===== config.mk =====
export PLATFORM = sky130hd
export DESIGN_NAME = hwpe_ctrl_uloop_seq
export DESIGN_NICKNAME = d
export VERILOG_FILES = /design/src/rtl/hwpe_ctrl_uloop_seq_pkg.sv /design/src/rtl/hwpe_ctrl_uloop_seq_fifo.sv /design/src/rtl/hwpe_ctrl_uloop_seq.sv
export SDC_FILE = /design/constraint.sdc
export NUM_CORES = 1
export LEC_CHECK = 0
export ABC_AREA = 1
export BUFFER_PORTS_ARGS = -buffer_cell sky130_fd_sc_hd__clkbuf_2
export CORE_MARGIN = 2
export CORE_UTILIZATION = 40
export CTS_CLUSTER_SIZE = 14
export DETAILED_ROUTE_END_ITERATION = 8
export PLACE_DENSITY_LB_ADDON = 0.05
export SLEW_MARGIN = 5
export SYNTH_ARGS = -nofsm -noshare
export SYNTH_HDL_FRONTEND = slang
export SYNTH_HIERARCHICAL = 1
export SYNTH_SLANG_ARGS = --single-unit

===== constraint.sdc =====
create_clock -name clk_i -period 12.6 [get_ports clk_i]
set_clock_uncertainty 0.2 [all_clocks]
set_input_delay 1.26 -clock clk_i [delete_from_list [all_inputs] [get_ports clk_i]]
set_output_delay 1.26 -clock clk_i [all_outputs]
set_load 0.1 [all_outputs]

===== src/rtl/hwpe_ctrl_uloop_seq_pkg.sv =====
// ============================================================================
// Module   : hwpe_ctrl_uloop_seq_pkg
// Brief    : Shared types and constants for the micro-loop job sequencer.
//            Covers the engine control/flag bundles, the buffered job
//            record and the sequencer state encoding.
// Revision : 1.0 - initial release
// ============================================================================
`default_nettype none

package hwpe_ctrl_uloop_seq_pkg;

    localparam int unsigned ULOOP_NB_REG         = 4;
    localparam int unsigned ULOOP_NB_LOOPS       = 6;
    localparam int unsigned ULOOP_REG_WIDTH      = 32;
    localparam int unsigned ULOOP_CNT_WIDTH      = 12;
    localparam int unsigned ULOOP_SEQ_FIFO_DEPTH = 2;

    // Controls towards the micro-loop engine
    typedef struct packed {
        logic enable;
        logic clear;
    } ctrl_uloop_t;

    // Flags coming back from the micro-loop engine (pre-step values)
    typedef struct packed {
        logic                                              done;
        logic [ULOOP_NB_REG-1:0][ULOOP_REG_WIDTH-1:0]     offs;
        logic [ULOOP_NB_LOOPS-1:0][ULOOP_CNT_WIDTH-1:0]   idx;
    } flags_uloop_t;

    // One buffered engine step handed to the streamer address logic
    typedef struct packed {
        logic [ULOOP_NB_REG-1:0][ULOOP_REG_WIDTH-1:0]     offs;
        logic [ULOOP_NB_LOOPS-1:0][ULOOP_CNT_WIDTH-1:0]   idx;
        logic                                              last;
    } uloop_job_t;

    // Sequencer states
    typedef enum logic [1:0] {
        SEQ_IDLE  = 2'd0,
        SEQ_CLEAR = 2'd1,
        SEQ_RUN   = 2'd2,
        SEQ_DRAIN = 2'd3
    } uloop_seq_state_t;

endpackage

`default_nettype wire


===== src/rtl/hwpe_ctrl_uloop_seq_fifo.sv =====
// ============================================================================
// Module   : hwpe_ctrl_uloop_seq_fifo
// Brief    : Generic first-word fall-through FIFO with flush. The head entry
//            is presented on data_o whenever the FIFO is not empty; data_o
//            reads as zero while empty. DEPTH must be a power of two >= 2.
// Revision : 1.0 - initial release
// ============================================================================
`default_nettype none

module hwpe_ctrl_uloop_seq_fifo #(
    parameter int unsigned DEPTH = 2,
    parameter type         job_t = logic
) (
    input  logic                   clk_i,
    input  logic                   rst_i,
    input  logic                   push_i,
    input  job_t                   data_i,
    input  logic                   pop_i,
    input  logic                   flush_i,
    output job_t                   data_o,
    output logic                   full_o,
    output logic                   empty_o,
    output logic [$clog2(DEPTH):0] count_o
);

    localparam int unsigned        c_ptr_w      = $clog2(DEPTH);
    localparam logic [c_ptr_w:0]   c_full_count = (c_ptr_w + 1)'(DEPTH);

    job_t               r_mem [DEPTH];
    logic [c_ptr_w-1:0] r_wptr;
    logic [c_ptr_w-1:0] r_rptr;
    logic [c_ptr_w:0]   r_count;
    logic               w_do_push;
    logic               w_do_pop;

    assign full_o    = (r_count == c_full_count);
    assign empty_o   = (r_count == '0);
    assign count_o   = r_count;
    // Flush wins over both ports; a pop on an empty FIFO is a no-op, so a
    // push into an empty FIFO only becomes visible the following cycle.
    assign w_do_push = push_i & ~full_o & ~flush_i;
    assign w_do_pop  = pop_i & ~empty_o & ~flush_i;
    assign data_o    = empty_o ? '0 : r_mem[r_rptr];

    // Entry storage; contents are only meaningful between the pointers
    always_ff @(posedge clk_i) begin
        if (w_do_push) begin
            r_mem[r_wptr] <= data_i;
        end
    end

    // Pointer and occupancy tracking; pointers wrap naturally (power of two)
    always_ff @(posedge clk_i or posedge rst_i) begin
        if (rst_i) begin
            r_wptr  <= '0;
            r_rptr  <= '0;
            r_count <= '0;
        end else if (flush_i) begin
            r_wptr  <= '0;
            r_rptr  <= '0;
            r_count <= '0;
        end else begin
            if (w_do_push) r_wptr <= r_wptr + 1'b1;
            if (w_do_pop)  r_rptr <= r_rptr + 1'b1;
            case ({w_do_push, w_do_pop})
                2'b10:   r_count <= r_count + 1'b1;
                2'b01:   r_count <= r_count - 1'b1;
                default: r_count <= r_count;
            endcase
        end
    end

endmodule

`default_nettype wire


===== src/rtl/hwpe_ctrl_uloop_seq.sv =====
// ============================================================================
// Module   : hwpe_ctrl_uloop_seq
// Brief    : Micro-loop job sequencer. Steps the micro-loop engine only when
//            the job buffer has room, records every step as a job and hands
//            jobs downstream over valid/ready. Downstream backpressure stalls
//            the engine without dropping steps.
//            Optional macro HWPE_CTRL_ULOOP_SEQ_STATS_EN adds job and stall
//            counters (jobs_cnt_o, stall_cnt_o).
// Revision : 1.0 - initial release
// ============================================================================
`default_nettype none

module hwpe_ctrl_uloop_seq
    import hwpe_ctrl_uloop_seq_pkg::*;
#(
    parameter int unsigned FIFO_DEPTH = ULOOP_SEQ_FIFO_DEPTH,
    parameter int unsigned NB_REG     = ULOOP_NB_REG,
    parameter int unsigned NB_LOOPS   = ULOOP_NB_LOOPS,
    parameter int unsigned REG_WIDTH  = ULOOP_REG_WIDTH,
    parameter int unsigned CNT_WIDTH  = ULOOP_CNT_WIDTH
) (
    input  logic         clk_i,
    input  logic         rst_i,
    input  logic         start_i,
    input  logic         abort_i,
    output logic         busy_o,
    output logic         done_o,
    output ctrl_uloop_t  uloop_ctrl_o,
    input  flags_uloop_t uloop_flags_i,
    output logic         job_valid_o,
    input  logic         job_ready_i,
    output uloop_job_t   job_o
`ifdef HWPE_CTRL_ULOOP_SEQ_STATS_EN
    ,
    output logic [31:0]  jobs_cnt_o,
    output logic [31:0]  stall_cnt_o
`endif
);

    uloop_seq_state_t              r_state;
    logic                          r_abort_clr;
    logic                          w_abort;
    logic                          w_enable;
    logic                          w_pop;
    logic                          w_last_pop;
    logic                          w_fifo_full;
    logic                          w_fifo_empty;
    logic [$clog2(FIFO_DEPTH):0]   w_unused_fifo_count;
    uloop_job_t                    w_push_job;

    // Abort only has meaning while a run is in progress
    assign w_abort    = abort_i & (r_state != SEQ_IDLE);
    // Engine steps only when a buffer slot is guaranteed; never depends on ready
    assign w_enable   = (r_state == SEQ_RUN) & ~w_fifo_full & ~w_abort;
    assign w_pop      = job_valid_o & job_ready_i & ~w_abort;
    assign w_last_pop = w_pop & job_o.last;

    assign busy_o             = (r_state != SEQ_IDLE);
    assign done_o             = (r_state == SEQ_DRAIN) & w_last_pop;
    assign uloop_ctrl_o.enable = w_enable;
    assign uloop_ctrl_o.clear  = (r_state == SEQ_CLEAR) | r_abort_clr;
    assign job_valid_o        = ~w_fifo_empty;

    // Capture the engine's pre-step flags as the job for this step
    always_comb begin
        w_push_job = '0;
        for (int r = 0; r < NB_REG; r++) begin
            w_push_job.offs[r] = uloop_flags_i.offs[r][REG_WIDTH-1:0];
        end
        for (int l = 0; l < NB_LOOPS; l++) begin
            w_push_job.idx[l] = uloop_flags_i.idx[l][CNT_WIDTH-1:0];
        end
        w_push_job.last = uloop_flags_i.done;
    end

    hwpe_ctrl_uloop_seq_fifo #(
        .DEPTH (FIFO_DEPTH),
        .job_t (uloop_job_t)
    ) i_job_fifo (
        .clk_i   (clk_i),
        .rst_i   (rst_i),
        .push_i  (w_enable),
        .data_i  (w_push_job),
        .pop_i   (w_pop),
        .flush_i (w_abort),
        .data_o  (job_o),
        .full_o  (w_fifo_full),
        .empty_o (w_fifo_empty),
        .count_o (w_unused_fifo_count)
    );

    // Sequencer FSM; abort overrides every transition and schedules a clear
    always_ff @(posedge clk_i or posedge rst_i) begin
        if (rst_i) begin
            r_state     <= SEQ_IDLE;
            r_abort_clr <= 1'b0;
        end else begin
            r_abort_clr <= w_abort;
            if (w_abort) begin
                r_state <= SEQ_IDLE;
            end else begin
                case (r_state)
                    SEQ_IDLE:  if (start_i) r_state <= SEQ_CLEAR;
                    SEQ_CLEAR: r_state <= SEQ_RUN;
                    SEQ_RUN:   if (w_enable && uloop_flags_i.done) r_state <= SEQ_DRAIN;
                    SEQ_DRAIN: if (w_last_pop) r_state <= SEQ_IDLE;
                    default:   r_state <= SEQ_IDLE;
                endcase
            end
        end
    end

`ifdef HWPE_CTRL_ULOOP_SEQ_STATS_EN
    logic [31:0] r_jobs_cnt;
    logic [31:0] r_stall_cnt;

    assign jobs_cnt_o  = r_jobs_cnt;
    assign stall_cnt_o = r_stall_cnt;

    // Saturating job/stall counters, cleared at the start of each run only
    always_ff @(posedge clk_i or posedge rst_i) begin
        if (rst_i) begin
            r_jobs_cnt  <= '0;
            r_stall_cnt <= '0;
        end else if (r_state == SEQ_CLEAR) begin
            r_jobs_cnt  <= '0;
            r_stall_cnt <= '0;
        end else begin
            if (w_pop && (r_jobs_cnt != '1)) begin
                r_jobs_cnt <= r_jobs_cnt + 32'd1;
            end
            if ((r_state == SEQ_RUN) && w_fifo_full && (r_stall_cnt != '1)) begin
                r_stall_cnt <= r_stall_cnt + 32'd1;
            end
        end
    end
`endif

endmodule

`default_nettype wire


==> run_results.csv <==
group,metric,value,unit
synth,synth_cells,1151,
sta,timing_hold_violations_final,0,
synth,postSynthNetCount,1361,
global_routing,first_pass_grt_wire_length,57.30,mm
clocking,cts_inserted_buffers,45,
routing,final_antenna_net_count,0,
synth,synthAdderAreaFrac,0.3213,%
routing,drt_iter0_markers,553,
routing,met3_layer_wire_length_in_the_routed_design,3.062,mm
sta,report.final.setup_viol,0,
synth,synth-xor-area-share,0,%
synth,seq_area_frac_synth,78.62,%
sta,slew_headroom,24.46,%
clocking,cts_root_buf,"clkbuf_16",
clocking,clock_latency,0.55,ns
sta,setup-tns-final,0,ns
routing,met1Wirelength,15.96,mm
floorplan,die_area,40540,um2
clocking,tritoncts,"built",
routing,viasPerCell,4.786,
synth,netlist.top_cell.by_area,"edfxtp_1",
synth,yosysTopAreaCellShare,77.49,%
synth,synthSimpleGateAreaFrac,10.88,%
global_routing,vias_in_the_first_global_route,9825,
final_layout,area.growth.synth_to_final,23.48,%
clocking,cts.path.max_buffers,3,
floorplan,fp-row-count,72,
synth,yosys_register_bits,409,
synth,synth_mux_area_share,0,%
final_layout,drive_above_1_share,31.00,%
floorplan,design.portCount,412,
worst_setup_path,crit_path_max_fanout,117,
sta,timing_max_transition_violations_final,0,
clocking,hold_buf_cts,0,
clocking,clk_pin_slew_worst_paths,0.06,ns
global_routing,grt_max_degree,118,
worst_setup_path,worst_ep_required_time,11.14,ns
floorplan,core,38560,um2
floorplan,chip_width,201.3,um
routing,wl_met2,17.88,mm
clocking,cts_repair_resize_count,0,
synth,synth_top_cells_by_area,"edfxtp_1 (77%), nand2_1 (10%), a21oi_1 (6.6%), buf_6 (1.4%), buf_2 (1.3%)",
routing,dr.pass1.iters,5,
final_layout,layout.nets,1763,
worst_setup_path,startpoint_type,"flip-flop",
routing,detail_route.wirelength,38.31,mm
routing,drc,0,
floorplan,initial_utilization,40.40,%
floorplan,die_height,201.3,um
placed_design,post-dp-hpwl,23.14,mm
placed_design,finalWeightedCongestion,0.7535,
clocking,post_cts_buffers,0,
clocking,clkSinkCount,409,
synth,post_synth_num_cell_types,20,
sta,min_period_over_period,41.86,%
synth,synth_top_family_by_area,"simple AND/OR/NAND/NOR gates",
run,drv_cap,0,
global_routing,grt_use_total,18.58,%
global_routing,grt_remaining_overflow,0,
sta,grt_setup_unrepaired,"false",
status,run_status,"completed",
worst_setup_path,end_kind,"primary output",
worst_setup_path,worst-setup-path-type,"reg -> out",
sta,final.min_clock_period,5.275,ns
sta,max_freq,189.6,MHz
synth,mappedNetlistArea,15580,um2
placed_design,buffer_ports.inserted,411,
clocking,cts-htree-levels,2,
synth,ys_warn_count,6,
global_routing,antenna_violations_before_repair,6,
routing,dr_total_vias,10085,
synth,synth.avg_cell_area,13.53,um2
routing,route.top_layer_used,"met5",
worst_hold_path,hold_class,"reg -> reg",
worst_setup_path,worst-endpoint-arrival,3.81,ns
sta,worst_slew_pin_slew,1.133,ns
routing,wl_per_cell,18.18,um
synth,synth_compound_gate_area_share,6.683,%
final_layout,num-fill-cells,3490,
flip-flops by register name (all words and copies together) (netlist names):
name and count:
i_job_fifo/r_mem 402, i_job_fifo/count_o 2, r_state 2, i_job_fifo/r_rptr 1
i_job_fifo/r_wptr 1, r_abort_clr 1
synth_stat cells:
master	count
dfrtp_1	7
buf_4	5
nand2_1	417
nand2_2	3
inv_2	5
nor2_1	8
nand3_1	8
or2_2	1
a21oi_1	204
or2_0	1
nand4_1	1
buf_2	39
ha_1	4
o21ai_0	4
nor3_1	2
clkbuf_1	3
buf_6	20
edfxtp_1	402
nor2_2	2
inv_1	15
layout make-up:
type	instances	area, um2	area share [%]
Antenna cell	5	12.51	0.06505
Clock buffer	63	1214	6.310
Clock inverter	15	83.83	0.4358
Inverter	20	80.08	0.4163
Multi-Input combinational cell	655	2806	14.59
Sequential cell	409	12250	63.69
Tap cell	518	648.1	3.370
Timing Repair Buffer	422	2140	11.12
critical path: stages, from the launching register on:
cell and delay [ns]:
dfrtp_4 0.67, inv_6 0.69, buf_4 0.90, nand2_1 0.11, a21oi_1 0.26, clkbuf_2 0.51
cells by family (layout without fill, tap and decap cells):
logic type,after synthesis,count (layout)
simple gates,443,443
flops,409,409
fa+ha+maj,4,4
buf+inv,87,520
compound gates,208,208
other cells,0,5
layer usage:
| metal | up-vias | GRT usage (%) |
|---|---|---|
| li1 | 4860 | - |
| met1 | 4781 | 24.01 |
| met2 | 364 | 29.05 |
| met3 | 78 | 5.426 |
| met4 | 2 | 8.535 |
| met5 | - | 0 |
path summary, 6_finish.rpt:
check	from	endpoint	slack [ns]	cells past startpoint
worst max-delay path	i_job_fifo/r_rptr	job_o[183]	7.33	5
worst min-delay path	r_state[0]	r_state[0]	0.34	2
worst max register to register	r_state[0]	i_job_fifo/r_mem[0][106]	8.28	12
worst min register to register	r_state[0]	r_state[0]	0.34	2
max in group asynchronous	rst_i	i_job_fifo/r_rptr	11.65	2
min in group asynchronous	rst_i	r_abort_clr	0.36	2
stage by stage:
stage	instances	instance area, um2	hold WS [ns]	setup WS (ns)	util, %
2_1_floorplan	1151	15580	0.2809	1.332	-
3_3_place_gp	2024	17920	0.3218	7.602	46.49
3_5_place_dp	2024	17920	0.3278	7.547	46.49
4_1_cts	2102	19220	0.3276	7.198	49.85
5_1_grt	2106	19230	0.3637	6.966	49.88
6_report	2107	19230	0.3388	7.325	49.89
cell usage in the layout, fill, tap and decap left out:
cell,n
nand2_2,3
dfrtp_4,1
clkbuf_1,16
nand3_1,8
nor2_1,6
clkbuf_8,2
nor3_1,2
clkbuf_16,45
clkinv_2,4
dfrtp_1,6
nand2_1,417
clkinv_4,1
inv_1,15
inv_6,3
nor2_4,3
buf_4,11
nand4_1,1
diode_2,5
or2_0,1
nor2_2,1
inv_2,4
o21ai_0,4
clkbuf_2,411
edfxtp_1,402
a21oi_1,204
inv_8,1
or2_2,1
ha_1,4
clkinv_1,7
Power is left out: the tool's default activity adds up to more than one toggle a clock period on the data nets, which glitch-free logic cannot reach.
